==> src/rtl/pe_row_skew_buffer_if.sv <==
// Bus bundle for the PE row skew buffer: unskewed beats in, skewed lanes out.
// Parameters must match the pe_row_skew_buffer instance that uses the slave side.
interface pe_row_skew_buffer_if #(
  parameter int ROWS = 4,
  parameter int A_W  = 8,
  parameter int ID_W = 3
);
  // Handshake: in_valid is a pure qualifier with no ready. A beat is taken on
  // every rising edge where in_valid=1, and out_valid[i] is a one-cycle strobe
  // that the mesh must consume immediately (no backpressure anywhere).
  logic                 in_valid;
  logic [ROWS*A_W-1:0]  in_data;
  logic [ID_W-1:0]      in_id;
  logic                 in_last;

  logic [ROWS-1:0]      out_valid;
  logic [ROWS*A_W-1:0]  out_data;
  logic [ID_W-1:0]      out_id;
  logic                 out_last;
  logic                 done;
  logic                 busy;

  modport master (
    output in_valid, in_data, in_id, in_last,
    input  out_valid, out_data, out_id, out_last, done, busy
  );

  modport slave (
    input  in_valid, in_data, in_id, in_last,
    output out_valid, out_data, out_id, out_last, done, busy
  );
endinterface

==> src/rtl/pe_row_skew_buffer.sv <==
// Triangular skew buffer ahead of the PE row inputs: lane i is delayed i+1
// cycles so row i of the mesh sees its operand one cycle after row i-1.
module pe_row_skew_buffer #(
  parameter int ROWS = 4,
  parameter int A_W  = 8,
  parameter int ID_W = 3
) (
  input  logic                   clk,
  input  logic                   rst_n,
  pe_row_skew_buffer_if.slave    bus
);

  logic [A_W-1:0] lane_data  [ROWS];
  logic           lane_valid [ROWS];
  logic           lane_busy  [ROWS];
  logic           last_head;
  logic           last_tail;
  logic [ID_W-1:0] id_q;
  logic [ID_W-1:0] id_d;

  for (genvar l = 0; l < ROWS; l++) begin : g_lane
    localparam int D = l + 1;

    logic [D-1:0]          vld_q;
    logic [D-1:0]          vld_d;
    logic [D-1:0][A_W-1:0] dat_q;
    logic [D-1:0][A_W-1:0] dat_d;

    // Data registers only load behind a valid stage; bubbles leave them still.
    always_comb begin
      vld_d    = vld_q;
      dat_d    = dat_q;
      vld_d[0] = bus.in_valid;
      dat_d[0] = bus.in_valid ? bus.in_data[l*A_W +: A_W] : dat_q[0];
      for (int s = 1; s < D; s++) begin
        vld_d[s] = vld_q[s-1];
        dat_d[s] = vld_q[s-1] ? dat_q[s-1] : dat_q[s];
      end
    end

    always_ff @(posedge clk or negedge rst_n) begin
      if (!rst_n) begin
        vld_q <= '0;
        dat_q <= '0;
      end else begin
        vld_q <= vld_d;
        dat_q <= dat_d;
      end
    end

    assign lane_valid[l] = vld_q[D-1];
    assign lane_data[l]  = dat_q[D-1];
    assign lane_busy[l]  = |vld_q;

    // The last flag is only observed on lane 0 and the tail lane.
    if (l == 0 || l == ROWS - 1) begin : g_last
      logic [D-1:0] lst_q;
      logic [D-1:0] lst_d;

      always_comb begin
        lst_d    = lst_q;
        lst_d[0] = bus.in_valid & bus.in_last;
        for (int s = 1; s < D; s++) begin
          lst_d[s] = lst_q[s-1];
        end
      end

      always_ff @(posedge clk or negedge rst_n) begin
        if (!rst_n) begin
          lst_q <= '0;
        end else begin
          lst_q <= lst_d;
        end
      end

      if (l == 0) begin : g_head
        assign last_head = lst_q[D-1];
      end
      if (l == ROWS - 1) begin : g_tail
        assign last_tail = lst_q[D-1] & vld_q[D-1];
      end
    end
  end

  // The id rides with lane 0, which has a single stage.
  always_comb begin
    id_d = bus.in_valid ? bus.in_id : id_q;
  end

  always_ff @(posedge clk or negedge rst_n) begin
    if (!rst_n) begin
      id_q <= '0;
    end else begin
      id_q <= id_d;
    end
  end

  always_comb begin
    bus.out_valid = '0;
    bus.out_data  = '0;
    bus.busy      = 1'b0;
    for (int l = 0; l < ROWS; l++) begin
      bus.out_valid[l]            = lane_valid[l];
      bus.out_data[l*A_W +: A_W]  = lane_data[l];
      bus.busy                    = bus.busy | lane_busy[l];
    end
  end

  assign bus.out_id   = id_q;
  assign bus.out_last = last_head;
  assign bus.done     = last_tail;

endmodule

==> src/flat_wrapper.sv <==
// flat-port wrapper written by rule: the top's interface ports become plain ports
module pe_row_skew_buffer_flat 
#(
  parameter int ROWS = 4,
  parameter int A_W  = 8,
  parameter int ID_W = 3
)
  (clk, rst_n, bus_in_valid, bus_in_data, bus_in_id, bus_in_last, bus_out_valid, bus_out_data, bus_out_id, bus_out_last, bus_done, bus_busy);
  pe_row_skew_buffer_if #(.ROWS(ROWS), .A_W(A_W), .ID_W(ID_W)) bus_i ();
  input  logic clk;
  input  logic rst_n;
  input wire logic [$bits(bus_i.in_valid)-1:0] bus_in_valid;
  input wire logic [$bits(bus_i.in_data)-1:0] bus_in_data;
  input wire logic [$bits(bus_i.in_id)-1:0] bus_in_id;
  input wire logic [$bits(bus_i.in_last)-1:0] bus_in_last;
  output wire logic [$bits(bus_i.out_valid)-1:0] bus_out_valid;
  output wire logic [$bits(bus_i.out_data)-1:0] bus_out_data;
  output wire logic [$bits(bus_i.out_id)-1:0] bus_out_id;
  output wire logic [$bits(bus_i.out_last)-1:0] bus_out_last;
  output wire logic [$bits(bus_i.done)-1:0] bus_done;
  output wire logic [$bits(bus_i.busy)-1:0] bus_busy;
  assign bus_i.in_valid = bus_in_valid;
  assign bus_i.in_data = bus_in_data;
  assign bus_i.in_id = bus_in_id;
  assign bus_i.in_last = bus_in_last;
  assign bus_out_valid = bus_i.out_valid;
  assign bus_out_data = bus_i.out_data;
  assign bus_out_id = bus_i.out_id;
  assign bus_out_last = bus_i.out_last;
  assign bus_done = bus_i.done;
  assign bus_busy = bus_i.busy;
  pe_row_skew_buffer #(.ROWS(ROWS), .A_W(A_W), .ID_W(ID_W)) u_core (.clk(clk), .rst_n(rst_n), .bus(bus_i));
endmodule
==> config.mk <==
export PLATFORM = sky130hd
export DESIGN_NAME = pe_row_skew_buffer_flat
export DESIGN_NICKNAME = d
export VERILOG_FILES = /design/src/rtl/pe_row_skew_buffer_if.sv /design/src/rtl/pe_row_skew_buffer.sv /design/src/flat_wrapper.sv
export SDC_FILE = /design/constraint.sdc
export NUM_CORES = 1
export LEC_CHECK = 0
export CAP_MARGIN = 20
export CELL_PAD_IN_SITES_DETAIL_PLACEMENT = 1
export CELL_PAD_IN_SITES_GLOBAL_PLACEMENT = 1
export CORE_MARGIN = 2
export CORE_UTILIZATION = 44
export CTS_CLUSTER_DIAMETER = 80
export DETAILED_ROUTE_END_ITERATION = 10
export MAX_ROUTING_LAYER = met4
export PLACE_DENSITY = 0.86
export SLEW_MARGIN = 20
export SYNTH_ARGS = -nofsm -noshare
export SYNTH_HDL_FRONTEND = slang
export SYNTH_SLANG_ARGS = --single-unit
==> constraint.sdc <==
create_clock -name clk -period 3.6 [get_ports clk]
set_input_delay 0.54 -clock clk [delete_from_list [all_inputs] [get_ports clk]]
set_output_delay 0.54 -clock clk [all_outputs]
set_load 0.005 [all_outputs]
==> summary.txt <==
Die
  – Die width: between 90 and 100 um
  – Die area: 8730 um2
  – I/O Pins: approximately 80
  – Die height: about 93 um
  – Core area: around 7700 um2
  – Row count: 32
  – Starting Density: a little under half

Final layout
  – Sequential Area: approximately 2300 um2
  – Finished Cell Area: 4400 um2
  – Area of the multi-input gates: roughly 960 um2
  – NumNets Final: between 300 and 400
  – Commonest non-fill, non-tap cell in the layout: dfrtp_1
  – Fillcell total: 733
  – Share of layout cells above drive strength 1: 37.8%
  – Most frequent cells in the layout: dfrtp_1 (91), mux2_2 (83), clkdlybuf4s50_1 (78), clkbuf_8 (10)
  – P&R area growth vs syn: 25.1%
  – Ant. Diodes: 0

Detailed routing
  – Top Layer Used: met4
  – WL met2: 3340 um
  – Post-Route M1 WL: 2670 um
  – Routed wire length: ~6500 um
  – DRT iter0 DRCs: 69
  – Wirelength per Cell: 17.2 um
  – First drt pass iteration count: 4
  – Final antenna-violating net count: 0
  – Residual DRC count: 0
  – Vias/cell: ~5
  – Vias: around 1900
  – Metal3 WL: 355 um

Power and ir drop
  – Leakage power: 1.84 nW
  – VDD IR-drop max: 0.321 mV
  – Power Density: 540 nW/um2

Clock network
  – CTS Buf Count: 9
  – Clock buffer depth: 2
  – CTS tree: done
  – Clk sinks: 91
  – CTS root buf: clkbuf_8
  – H-tree Lvls: 3
  – Clk_lat worst skew: between 300 and 400 ps
  – Clock transition at path regs: 90 ps
  – Resized Gates After CTS: 0
  – Setup repair bufs after CTS: 0
  – Hold-fix buffer count after cts: 0

Critical path
  – Critical Path Start Type: register
  – Worst R2R Path Depth: 2
  – CP max FO: 11
  – Critical path capture point type: primary output
  – Crit path kind: register to primary output
  – Critical Path AT: about 1900 ps
  – Required time of the critical path: 3060 ps

Global route
  – Vias in the first global route: 2107
  – First-pass GRT wire length: around 11000 um
  – Largest net degree at the start of global routing: 92
  – Aggregate global routing overflow: 0
  – Initial antenna violation count: 0
  – Gr usage total: approximately 17%

Timing
  – Slew Limit Headroom: roughly two fifths
  – Setup TNS: 0 ps
  – Hold Vio Cnt, Final: 0
  – F_max: between 400 and 500 MHz
  – Max Clock Skew: about 6.0 ps
  – Worst Tran Pin Value: roughly 900 ps
  – Final min period: between 2000 and 2500 ps
  – Final setup vio count: 0
  – Final period util: between 60 and 70%
  – WHS: approximately 240 ps
  – RSZ-0062 raised after global routing: no
  – Final Max Tran Viols: 0

Job
  – Max_cap viols: 0

Synth
  – Sequential area share after synthesis: 64.7%
  – Cells after Synth: around 210
  – Count of cell types in the netlist: 7
  – Avg Cell Area, Syn: ~17 um2
  – Mapped Area: 3520 um2
  – Syn nets: about 250
  – Number of synthesized register bits: between 90 and 100
  – Synthesis Warnings: 0

Placed design
  – Placed inst area: around 4200 um2
  – IO buf count: 80
  – Detailed Place HPWL: ~4300 um
  – Final GP Congestion: between 0.6 and 0.7

Min path
  – Tightest Hold Check Type: primary input to async pin

Run status
  – Status: finished clean
[state kept, by name (all words and copies together) (netlist names)]
signal                      cells
u_core.bus.out_id               3
u_core.g_lane.g_last.lst_q      4
u_core.g_lane.dat_q            56
u_core.g_lane.vld_q             4
u_core.bus.out_data            24
[Yosys cell counts]
library cell	n	area [um2]
and2_1	2	12.5
buf_2	2	10.0
dfrtp_1	91	2280
mux2_2	83	935
or4_4	1	11.3
buf_4	26	195
buf_6	7	78.8
[through the flow]
step	instances	setup WS, ps	util, %	power (mW)
after floorplan	212	2010	-	1.47
after global placement	361	1510	54.0	1.62
after detailed placement	361	1490	54.0	1.65
after CTS	377	1090	56.9	2.41
after global routing	377	1040	57.0	2.49
final	377	1120	57.0	2.38
[per-layer routing]
layer / global-route usage [%] / vias to the layer above
met2: 27.2 / 58
met4: 7.72 / 0
met3: 4.03 / 12
li1: - / 819
met1: 20.0 / 967
met5: - / -
[kinds of logic (layout without fill, tap and decap cells)]
logic type	Yosys count	after routing	synth area share (%)
DFF	91	91	64.7
muxes	83	83	26.6
buffers and inverters	35	98	8.07
and+or+nand+nor	3	3	0.675
[worst paths after layout]
path | startpoint | endpoint | slack [ps]
max | u_core.g_lane[3].vld_q[2]$_DFF_PN0_ | bus_busy | 1120
min | rst_n | u_core.g_lane[3].dat_q[10]$_DFFE_PN0P_ | 240
max reg2reg | u_core.g_lane[2].vld_q[1]$_DFF_PN0_ | u_core.g_lane[3].dat_q[17]$_DFFE_PN0P_ | 2280
min reg2reg | u_core.g_lane[3].g_last.lst_q[1]$_DFF_PN0_ | u_core.g_lane[3].g_last.lst_q[2]$_DFF_PN0_ | 360
max in group asynchronous | rst_n | u_core.bus.out_data[20]$_DFFE_PN0P_ | 2830
min in group clk | u_core.g_lane[3].g_last.lst_q[1]$_DFF_PN0_ | u_core.g_lane[3].g_last.lst_q[2]$_DFF_PN0_ | 360
[cell type report]
cell class / instances / area share [%]
clock buffers: 10 / 3.13
clock inverters: 6 / 2.02
multi-input cells: 86 / 21.8
flip-flops and latches: 91 / 51.7
well taps: 102 / 2.90
repair buffers: 82 / 18.4
[power breakdown]
group / leakage (nW) / switching [mW] / internal (mW)
registers: 1.07 / 0.0783 / 1.16
logic: 0.660 / 0.114 / 0.263
clock network: 0.108 / 0.350 / 0.410
total: 1.84 / 0.542 / 1.84
[critical path: stages, from the launching register on]
cell	delay (ps)
dfrtp_1	550
or4_4	580
clkdlybuf4s50_1	450
(Power assumes the default switching activity.)
